--- config.mk ---
export PLATFORM = sky130hd
export DESIGN_NAME = crc_frame_tx
export DESIGN_NICKNAME = d
export VERILOG_FILES = /design/src/rtl/crc_frame_tx_pkg.sv /design/src/rtl/crc_frame_tx_step.sv /design/src/rtl/crc_frame_tx.sv
export SDC_FILE = /design/constraint.sdc
export NUM_CORES = 1
export LEC_CHECK = 0
export CAP_MARGIN = 20
export CORE_MARGIN = 2
export CORE_UTILIZATION = 54
export DETAILED_ROUTE_END_ITERATION = 16
export GPL_TIMING_DRIVEN = 0
export HOLD_SLACK_MARGIN = 0.08
export PLACE_DENSITY = 0.84
export SLEW_MARGIN = 20
export SYNTH_ARGS = -nofsm -noshare
export SYNTH_HDL_FRONTEND = slang
export SYNTH_SLANG_ARGS = --single-unit
--- constraint.sdc ---
create_clock -name clk -period 2.95 [get_ports clk]
set_input_delay 0.295 -clock clk [delete_from_list [all_inputs] [get_ports clk]]
set_output_delay 0.295 -clock clk [all_outputs]
set_load 0.03 [all_outputs]
--- src/rtl/crc_frame_tx_pkg.sv ---
// Shared types and default constants for the CRC frame transmitter.
package crc_frame_tx_pkg;

   typedef enum logic [1:0] {
      IDLE    = 2'd0,
      BODY    = 2'd1,
      TRAILER = 2'd2
   } state_t;

   localparam logic [7:0] DEFAULT_POLY = 8'h07;
   localparam logic [7:0] DEFAULT_INIT = 8'h00;

endpackage

--- src/rtl/crc_frame_tx_step.sv ---
// One-beat CRC update: MSB-first, non-reflected, no final XOR.
module crc_frame_tx_step
   import crc_frame_tx_pkg::*;
#(
   parameter int                           POLYNOMIAL_BITS = 8,
   parameter int                           DATA_WIDTH      = 8,
   parameter logic [POLYNOMIAL_BITS-1:0]   POLY            = POLYNOMIAL_BITS'(DEFAULT_POLY)
) (
   input  logic [POLYNOMIAL_BITS-1:0] crc_in,
   input  logic [DATA_WIDTH-1:0]      data,
   output logic [POLYNOMIAL_BITS-1:0] crc_out
);

   logic [POLYNOMIAL_BITS-1:0] w_crc;
   logic                       w_fb;

   always_comb begin
      w_crc = crc_in;
      w_fb  = 1'b0;
      for (int i = DATA_WIDTH - 1; i >= 0; i--) begin
         w_fb  = w_crc[POLYNOMIAL_BITS-1] ^ data[i];
         w_crc = (w_crc << 1) ^ (w_fb ? POLY : '0);
      end
      crc_out = w_crc;
   end

endmodule

--- src/rtl/crc_frame_tx.sv ---
// Frames a payload stream and appends a CRC trailer beat after the last beat.
// Optional trailer corruption is enabled with CRC_FRAME_TX_ERR_INJECT_EN.
module crc_frame_tx
   import crc_frame_tx_pkg::*;
#(
   parameter int                           DATA_WIDTH      = 8,
   parameter int                           POLYNOMIAL_BITS = 8,
   parameter logic [POLYNOMIAL_BITS-1:0]   POLY            = POLYNOMIAL_BITS'(DEFAULT_POLY),
   parameter logic [POLYNOMIAL_BITS-1:0]   INIT            = POLYNOMIAL_BITS'(DEFAULT_INIT)
) (
   input  logic                  clk,
   input  logic                  rst_n,
   input  logic [DATA_WIDTH-1:0] in_data,
   input  logic                  in_valid,
   input  logic                  in_last,
   output logic                  in_ready,
   output logic [DATA_WIDTH-1:0] out_data,
   output logic                  out_valid,
   output logic                  out_last,
   output logic                  out_is_crc,
   input  logic                  out_ready,
   input  logic                  err_inject,
   output logic [15:0]           frames_sent
);

   // Handshake: a beat moves on a port when valid && ready are both high at a
   // rising edge; valid never depends on ready, and held output beats stay stable.
   state_t                     r_state;
   state_t                     w_next_state;
   logic [POLYNOMIAL_BITS-1:0] r_crc;
   logic [DATA_WIDTH-1:0]      r_out_data;
   logic                       r_out_valid;
   logic                       r_out_last;
   logic                       r_out_is_crc;
   logic [15:0]                r_frames_sent;

   logic                       w_out_free;
   logic                       w_accept;
   logic                       w_trailer_load;
   logic [POLYNOMIAL_BITS-1:0] w_seed;
   logic [POLYNOMIAL_BITS-1:0] w_crc_next;
   logic [POLYNOMIAL_BITS-1:0] w_trailer;

   assign w_out_free     = !r_out_valid || out_ready;
   assign in_ready       = rst_n && (r_state != TRAILER) && w_out_free;
   assign w_accept       = in_valid && in_ready;
   assign w_trailer_load = (r_state == TRAILER) && w_out_free;
   // A frame opened from IDLE restarts from the seed, so a partial frame cut by reset leaves no trace.
   assign w_seed         = (r_state == IDLE) ? INIT : r_crc;

   crc_frame_tx_step #(
      .POLYNOMIAL_BITS (POLYNOMIAL_BITS),
      .DATA_WIDTH      (DATA_WIDTH),
      .POLY            (POLY)
   ) u_step (
      .crc_in  (w_seed),
      .data    (in_data),
      .crc_out (w_crc_next)
   );

`ifdef CRC_FRAME_TX_ERR_INJECT_EN
   logic r_inj_pending;

   // A request arriving while a trailer loads is kept for the following trailer.
   always_ff @(posedge clk or negedge rst_n) begin
      if (!rst_n)              r_inj_pending <= 1'b0;
      else if (err_inject)     r_inj_pending <= 1'b1;
      else if (w_trailer_load) r_inj_pending <= 1'b0;
   end

   assign w_trailer = r_crc ^ POLYNOMIAL_BITS'(r_inj_pending);
`else
   logic w_unused_err_inject;
   assign w_unused_err_inject = err_inject;
   assign w_trailer           = r_crc;
`endif

   always_comb begin
      w_next_state = r_state;
      case (r_state)
         IDLE:    if (w_accept) w_next_state = in_last ? TRAILER : BODY;
         BODY:    if (w_accept && in_last) w_next_state = TRAILER;
         TRAILER: if (w_trailer_load) w_next_state = IDLE;
         default: w_next_state = IDLE;
      endcase
   end

   always_ff @(posedge clk or negedge rst_n) begin
      if (!rst_n) r_state <= IDLE;
      else        r_state <= w_next_state;
   end

   always_ff @(posedge clk or negedge rst_n) begin
      if (!rst_n) begin
         r_crc        <= INIT;
         r_out_data   <= '0;
         r_out_valid  <= 1'b0;
         r_out_last   <= 1'b0;
         r_out_is_crc <= 1'b0;
      end else begin
         if (w_accept) begin
            r_crc        <= w_crc_next;
            r_out_data   <= in_data;
            r_out_valid  <= 1'b1;
            r_out_last   <= 1'b0;
            r_out_is_crc <= 1'b0;
         end else if (w_trailer_load) begin
            r_out_data   <= DATA_WIDTH'(w_trailer);
            r_out_valid  <= 1'b1;
            r_out_last   <= 1'b1;
            r_out_is_crc <= 1'b1;
         end else if (out_ready) begin
            r_out_valid  <= 1'b0;
         end
      end
   end

   always_ff @(posedge clk or negedge rst_n) begin
      if (!rst_n)
         r_frames_sent <= 16'd0;
      else if (r_out_valid && out_ready && r_out_is_crc)
         r_frames_sent <= r_frames_sent + 16'd1;
   end

   assign out_data    = r_out_data;
   assign out_valid   = r_out_valid;
   assign out_last    = r_out_last;
   assign out_is_crc  = r_out_is_crc;
   assign frames_sent = r_frames_sent;

endmodule

Yosys cells after proc, flatten, opt, wreduce, memory -nomap -nowiden. Cells that the tools add are included.

Register bits after elaboration: 36. Bits of input ports: 14. Output and inout port bits: 28. Word-level logic and storage cells: 63.

$add $sub $neg: 1. Equality and inequality tests: 6. Multiplexer cells: 21. Bitwise logic cells: 16. Reductions and logical operators: 13.

Operators by type and width (count): bitwise XOR 8 bit (6); 2-to-1 mux 3 bit (8); 2-to-1 mux 8 bit (3); adder 16 x 1 -> 16 bit, second input constant (1); bitwise XOR 8 x 3 -> 8 bit (2); 2-to-1 mux 2 bit (4); inequality test 2 bit, second input constant (4); bitwise XOR 1 bit (8); logical AND 1 bit (7); one-hot mux 2 bit (3 select lines) (1); 2-to-1 mux 1 bit (5); AND reduction 3 bit (1); nonzero test 3 bit (1); == test 2 x 1 -> 1 bit, second input constant (1); == test 2 bit, second input constant (1); logical NOT 2 bit (1); nonzero test 2 bit (1); logical NOT 1 bit (1); logical OR 1 bit (1).

Depth between registers and ports, before layout. Gate-level depths: netlist (run 1).

Depth in word-level cells: 26. Mapped depth: 6. Gate-level depth less buffers: 5.

By module. From an unflattened synthesis (run 1), not the netlist that was laid out.

Cell total of the unflattened synthesis: 165. Area, all modules: 1813.0 sq um.

Modules (own cells, without submodules): crc_frame_tx (times used 1, cells each 142, area each 1597.8 sq um, seq. area each 900.9 sq um); crc_frame_tx_step (times used 1, cells each 23, area each 215.2 sq um, seq. area each 0.0 sq um).

Worst setup path after synthesis (run 1). OpenSTA, ideal clock, no wires.

Kind: register to register. Start: reg r_out_is_crc, in the netlist out_is_crc. End: reg r_frames_sent[15], in the netlist frames_sent[15]. Setup time: 0.080 ns. Arrival time: 1.613 ns. Data required time: 2.870 ns. Slack: 1.257 ns. Cell stages (with the launch flop): 7. Buffers on the path: 1. Period minus slack after synthesis: 1.693 ns. Cell sequence: dfrtp_1 and3_1 buf_2 and3_1 nand4_2 nor3_1 xor2_1.

Word-level cells in the longest chain between the ends: 1.

RTL lines: start: declaration (line crc_frame_tx.sv:34) `logic r_out_is_crc;`; start signal: assignment (line crc_frame_tx.sv:99) `r_out_is_crc <= 1'b0;`; start signal: assignment (line crc_frame_tx.sv:106) `r_out_is_crc <= 1'b0;`; start signal: assignment (line crc_frame_tx.sv:111) `r_out_is_crc <= 1'b1;`; logical AND 1 bit (line crc_frame_tx.sv:121) `else if (r_out_valid && out_ready && r_out_is_crc)`; end signal: assignment (line crc_frame_tx.sv:122) `r_frames_sent <= r_frames_sent + 16'd1;`; end: declaration (line crc_frame_tx.sv:35) `logic [15:0] r_frames_sent;`.

No other way between the ends. A chain may end at the register's enable or synchronous reset.

Worst setup path in the final report (run 1).
Start: in rst_n. End: out in_ready.

Word-level cells in the longest chain between the ends: 2.

RTL lines: start: declaration (line crc_frame_tx.sv:12) `input logic rst_n,`; logical AND 1 bit (2 in series) (line crc_frame_tx.sv:45) `assign in_ready = rst_n && (r_state != TRAILER) && w_out_free;`; end: declaration (line crc_frame_tx.sv:16) `output logic in_ready,`.

No other way between the ends.

==> results of run 1 <==
-- worst max path at each step --
stage | start | end | slack (ns)
2_1_floorplan | out_is_crc | frames_sent[15] | 1.26
3_3_place_gp | rst_n | in_ready | -0.34
3_5_place_dp | out_ready | in_ready | 0.83
4_1_cts | rst_n | in_ready | 0.37
5_1_grt | rst_n | in_ready | 0.31
6_report | rst_n | in_ready | 0.41
-- routing by layer --
| metal | wire length (um) | up-vias | global-route usage, % |
|---|---|---|---|
| li1 | - | 719 | - |
| met1 | 1800 | 710 | 29.8 |
| met2 | 1880 | 39 | 34.6 |
| met3 | 198 | 6 | 5.18 |
| met4 | 65 | 0 | 10.3 |
| met5 | 0 | - | 0 |
-- area by class of cell --
type,count,area [um^2]
sequential,36,901
tap,46,57.6
inverter,2,7.51
multi-input combinational,140,976
buffer,6,31.3
clock buffer,8,58.8
timing repair buffer,42,433
fill,275,898
-- through the flow --
step	setup WS [ns]	power, uW
6_report	0.412	1860
2_1_floorplan	1.26	1330
3_3_place_gp	-0.340	1550
3_5_place_dp	0.826	1590
4_1_cts	0.374	1870
5_1_grt	0.308	1990
-- repair_timing --
item / in CTS / in global routing
setup endpoints to repair: 0 / 0
endpoints found under the hold margin: 13 / 0
resized for setup: 0 / 0
hold buffers: 1 / 0
-- layout by cell type, fill, tap and decap left out, types with 2 or more instances in the layout --
| master | count |
|---|---|
| a21oi_1 | 4 |
| o21ai_1 | 10 |
| nand2_1 | 28 |
| nand3_1 | 3 |
| clkdlybuf4s50_1 | 39 |
| a211oi_1 | 2 |
| o21ai_0 | 4 |
| dfrtp_1 | 36 |
| nor2_1 | 11 |
| xnor3_1 | 3 |
| xor2_1 | 13 |
| xnor2_1 | 22 |
| nand2b_1 | 3 |
| buf_2 | 5 |
| inv_1 | 2 |
| mux2i_1 | 9 |
| clkbuf_4 | 5 |
| and3_1 | 5 |
| nor3_1 | 3 |
| nor2_2 | 2 |
| nand4_1 | 4 |
| clkbuf_1 | 3 |
-- power by group through the flow --
stage                     registers (uW)  logic (uW)  clock network, uW
after detailed placement             729         866                  0
after CTS                            719         869                280
after floorplan                      820         508                  0
final                                720         870                274
after global routing                 742         939                307
after global placement               726         823                  0
-- worst reg2reg max path, cell delays in order (launching register included) --
cell and delay, ns:
dfrtp_1 0.46, nand2b_1 0.22, and3_1 0.22, nand2_1 0.15, clkbuf_1 0.43, nand2_1 0.11
o21ai_1 0.10
-- state kept, by name, indices dropped and copies added (netlist names) --
name and count:
frames_sent 16, out_data 8, out_is_crc 1, out_valid 1, r_crc 8, r_state 2
-- kinds of logic (layout without fill, tap and decap cells) --
| family | Yosys count | after routing |
|---|---|---|
| simple gates | 67 | 67 |
| fa+ha+maj | 1 | 1 |
| compound gates | 23 | 23 |
| buf+inv | 8 | 58 |
| flops | 36 | 36 |
| mux | 10 | 10 |
| xor+xnor | 39 | 39 |
==> run summary, run 1 <==
Cell Count Post-Placement = 271
Synth Area in Simple Gates = 17.6%
Final slew viol count = 0
Vias in the first global route = 1461
Cell variety after synth = 35
Fin area = 0.00246 mm^2
Multiplexer share of the synthesized area = 5.29%
#FFs+latches synth = 36
Crit path time final = 2.54 ns
Number of synthesized flops with an enable pin = 0
Max Clock Freq = 394 MHz
Headroom to the max-slew limit = 65.2%
IO Pins = 42
Pint = 1140 uW
CP startpoint kind = input port
Status = complete, no violations
Via density = 5.26
Global Route Usage Sum = 22.3%
Die extent in y = 63.6 um
Post-Syn Nets = 199
Post-Synth XOR/XNOR Area = 20.8%
WL final = 3.95 mm
Logic gate share of total power = 46.7%
Crit path kind = input port to output port
Tcrit/Tclk final = 86.0%
Dpl hpwl = 2.89 mm
Antenna violations before repair = 0
Initial Util = 57.0%
# setup viols final = 0
CP Max Fanout = 25
Worst Setup End Kind = output port
Most frequent cells after synthesis = dfrtp_1, nand2_1, xnor2_1
Reg2reg start = r_state[0]
Worst VDD drop = 0.472 mV
Post-synthesis sequential area ratio = 47.0%
Number of I/O port buffers = 40
Critical Path Stages = 5
Clk buf depth = 2
Pin count of the biggest net entering global routing = 26
Clk pwr share = 14.7%
Largest cells by area after synthesis = dfrtp_1, xnor2_1, xor2_1
CP max stage cell = clkdlybuf4s50_1
Worst path bufs/invs = 4
Post-Synth Adder-Cell Area = 0.653%
Antenna Cells = 0
Compound-Gate Fraction of Synth Area = 6.66%
Critical path cell sequence = dlygate4sd3_1 -> buf_2 -> buf_16 -> and3_1 -> clkdlybuf4s50_1
Die width = 63.6 um
Final hold violations = 0
Placed Area = 0.00240 mm^2
Post-synth top area share = 47.0%
Sequential power share = 38.6%
Count leader, synth = dfrtp_1
1st-iter DRT viols = 61
Non-Filler Instances = 280
Synthesis-to-layout area growth = 28.7%
Mean Syn Cell Area = 10.4 um^2
RSZ-0062 raised after global routing = false
Share of cells above drive strength 1 = 8.97%
Clk_lat worst skew = 0.34 ns
Post-route DRC = 0
LEAKAGE = 0.00114 uW
Cell Pwr Density = 756 mW/mm^2
Post-CTS Setup Repair Bufs = 0
Data required, critical path = 2.65 ns
Slew at the pin with the worst max-slew slack = 0.521 ns
Fin nets = 248
Cell Area, Synth = 0.00192 mm^2
Sw power = 721 uW
Mapped Cells = 184
CTS Buf Count = 5
Largest family of logic cells by synthesized area = XOR/XNOR gates
Ys async rst share = 100%
Post-synth top area cell = dfrtp_1
Critical Path Max Stage Delay = 0.67 ns
CTS sink count = 36
Arrival @ worst endpoint = 2.24 ns
Clock-pin slew on the worst setup and hold paths = 0.11 ns
Reg-to-reg slack, setup = 1.19 ns
H-tree depth = 2
First-pass GRT wire length = 6.86 mm
Hold Worst Slack = 0.378 ns
GPL Wtd Cong = 0.794
Rows = 21
DRT antenna net count = 0
GRT overflow = 0
Post-Route Setup TNS = 0 ns
Register-to-Register Path Depth = 6
DR pass1 iterations = 4
Worst Hold Class = input port to asynchronous set/reset pin
Main synth FF type = dfrtp_1
Top delay family on crit path = buffers and inverters
DIE AREA = 0.00404 mm^2
Placeable Area = 0.00336 mm^2
CTS tree = done
DR vias = 1474
Max cap viols = 0
Worst Clk Skew = 0.0131 ns
R2r endpoint = r_crc[1]
CTS root buf = clkbuf_4
Drt wl/cell = 14.1 um
Switching power share of the total = 38.7%
Final Util = 73.3%
Synth warnings = 0
No activity file was read; power rests on OpenSTA's default activity.
==> run 2, diff against run 1 <==
--- a/config.mk
+++ b/config.mk
@@ -11,7 +11,7 @@
 export DETAILED_ROUTE_END_ITERATION = 16
 export GPL_TIMING_DRIVEN = 0
 export HOLD_SLACK_MARGIN = 0.08
-export PLACE_DENSITY = 0.84
+export PLACE_DENSITY = 0.93
 export SLEW_MARGIN = 20
 export SYNTH_ARGS = -nofsm -noshare
 export SYNTH_HDL_FRONTEND = slang
==> run 2 against run 1 <==
Against the previous run: hold slack got worse by 0.014 ns; utilization rose by 0.19 points; register-to-register slack got worse by 0.03 ns; global-route usage rose by 0.21 points; critical endpoint unchanged; routed wire length rose by 1.2%; largest cell class unchanged; count of clock-buffer cells in the layout fell by 2; critical path depth did not move; non-clock buffer count did not move; cell area rose by 0.25%; sequential cell count did not move.
==> run summary, run 2 (synthesis gave the netlist of run 1 again) <==
Arrival @ worst endpoint = 2.22 ns (was 2.24 ns)
Most frequent cells in the layout = clkdlybuf4s50_1, dfrtp_1, nand2_1, xnor2_1, xor2_1 (unchanged)
Antenna violations before repair = 0 (unchanged)
Tcrit/Tclk final = 85.2% (was 86.0%)
Reg-to-reg slack, setup = 1.16 ns (was 1.19 ns)
Pin count of the biggest net entering global routing = 27 (was 26)
Share of cells above drive strength 1 = 9.83% (was 8.97%)
Antenna Cells = 0 (unchanged)
Clk buf depth = 2 (unchanged)
Worst Setup End Kind = output port (unchanged)
Data required, critical path = 2.65 ns (about the same)
Post-Place Setup Slack = 0.842 ns (was 0.826 ns)
Clk pwr share = 15.4% (was 14.7%)
Final hold violations = 0 (unchanged)
CTS sink count = 36 (unchanged)
Fin nets = 248 (unchanged)
Number of I/O port buffers = 40 (unchanged)
Number of flip-flops in the largest register = 16 (unchanged)
Die extent in y = 63.6 um (unchanged)
GRT overflow = 0 (unchanged)
Final Util = 73.5% (was 73.3%)
Via density = 5.33 (was 5.26)
Worst Hold Class = input port to asynchronous set/reset pin (unchanged)
Crit path kind = input port to output port (unchanged)
Sw power = 732 uW (was 721 uW)
Drt wl/cell = 14.3 um (was 14.1 um)
Clk_lat worst skew = 0.35 ns (was 0.34 ns)
RSZ-0062 raised after global routing = false (unchanged)
Post-cts sizing count = 0 (unchanged)
Final slew viol count = 0 (unchanged)
CTS tree = done (unchanged)
Fin area = 0.00247 mm^2 (was 0.00246 mm^2)
Register-to-Register Path Depth = 5 (was 6)
Max Clock Freq = 398 MHz (was 394 MHz)
CTS Buf Count = 5 (unchanged)
Switching power share of the total = 39.0% (was 38.7%)
Commonest non-fill, non-tap cell in the layout = clkdlybuf4s50_1 (unchanged)
DR vias = 1493 (was 1474)
Post-Route Setup TNS = 0 ns (unchanged)
Headroom to the max-slew limit = 66.8% (was 65.2%)
Status = complete, no violations (unchanged)
Worst Clk Skew = 0.00780 ns (was 0.0131 ns)
Placed Area = 0.00240 mm^2 (unchanged)
Slew at the pin with the worst max-slew slack = 0.496 ns (was 0.521 ns)
Die width = 63.6 um (unchanged)
R2r endpoint = r_crc[2] (was r_crc[1])
Logic gate share of total power = 46.1% (was 46.7%)
WL final = 3.99 mm (was 3.95 mm)
Sequential power share = 38.6% (about the same)
Fin worst setup slack = 0.437 ns (was 0.412 ns)
DR pass1 iterations = 4 (unchanged)
Clock-pin slew on the worst setup and hold paths = 0.12 ns (was 0.11 ns)
DRT antenna net count = 0 (unchanged)
Initial Util = 57.0% (unchanged)
Design Power = 1870 uW (was 1860 uW)
Rows = 21 (unchanged)
Cell Pwr Density = 759 mW/mm^2 (was 756 mW/mm^2)
First-pass GRT wire length = 7.12 mm (was 6.86 mm)
Dpl hpwl = 2.97 mm (was 2.89 mm)
Post-route DRC = 0 (unchanged)
Reg2reg start = r_state[1] (was r_state[0])
H-tree depth = 2 (unchanged)
IO Pins = 42 (unchanged)
CTS root buf = clkbuf_4 (unchanged)
1st-iter DRT viols = 82 (was 61)
LEAKAGE = 0.00114 uW (about the same)
Max cap viols = 0 (unchanged)
Vias in the first global route = 1512 (was 1461)
CP Max Fanout = 26 (was 25)
Worst VDD drop = 0.427 mV (was 0.472 mV)
Pint = 1140 uW (about the same)
Synthesis-to-layout area growth = 29.0% (was 28.7%)
GPL Wtd Cong = 0.780 (was 0.794)
DIE AREA = 0.00404 mm^2 (unchanged)
CP startpoint kind = input port (unchanged)
Placeable Area = 0.00336 mm^2 (unchanged)
Global Route Usage Sum = 22.6% (was 22.3%)
Crit path time final = 2.51 ns (was 2.54 ns)
# setup viols final = 0 (unchanged)
[run 2: changes by cell type in the layout (fill, tap and decap cells not counted), sizes merged]
cell,change
inv,+1
clkinv,+1
clkbuf,-2
[run 2: repair_timing]
| item | in CTS | in global routing |
|---|---|---|
| hold buffers | 1 | 0 |
| hold endpoints to repair | 12 | 0 |
| buffers inserted | 0 | 0 |
[run 2: layout make-up]
class	count	area, um^2
buffer	6	31.3
clock buffer	6	51.3
clock inverter	2	13.8
fill	258	892
inverter	2	7.51
multi-input combinational	140	976
sequential	36	901
tap	46	57.6
timing repair buffer	42	433
[run 2: power groups by stage]
stage	registers [uW]	clock network (uW)	logic (uW)
final	723	288	864
after floorplan	820	0	508
after CTS	721	295	863
after global placement	725	0	823
after global routing	741	331	941
after detailed placement	731	0	857
[run 2: worst max path at each step]
stage                           from               to  slack, ns  cells past startpoint
final                          rst_n         in_ready       0.44                      5
after CTS                      rst_n         in_ready       0.40                      5
after global routing           rst_n         in_ready       0.29                      5
after floorplan           out_is_crc  frames_sent[15]       1.26                      6
after global placement         rst_n         in_ready      -0.33                      3
after detailed placement   out_ready         in_ready       0.84                      4
[run 2: metrics by stage]
| step | hold WS (ns) | instances |
|---|---|---|
| after CTS | 0.368 | 280 |
| after detailed placement | 0.217 | 271 |
| after global routing | 0.385 | 280 |
| after global placement | 0.458 | 270 |
| final | 0.364 | 280 |
| after floorplan | -0.000591 | 184 |
[run 2: critical path: stages]
cell and delay [ns]:
dlygate4sd3_1 0.52, buf_2 0.32, buf_16 0.22, and3_1 0.19, clkdlybuf4s50_1 0.67
[run 2: routing by layer]
layer / track usage (%) / wire [um] / part of all wire [%] / up-vias
li1: - / - / - / 717
met1: 29.7 / 1740 / 44 / 721
met2: 35.5 / 1960 / 49 / 45
met3: 5.54 / 213 / 5.3 / 10
met4: 9.51 / 81 / 2.0 / 0
met5: 0 / 0 / 0 / -
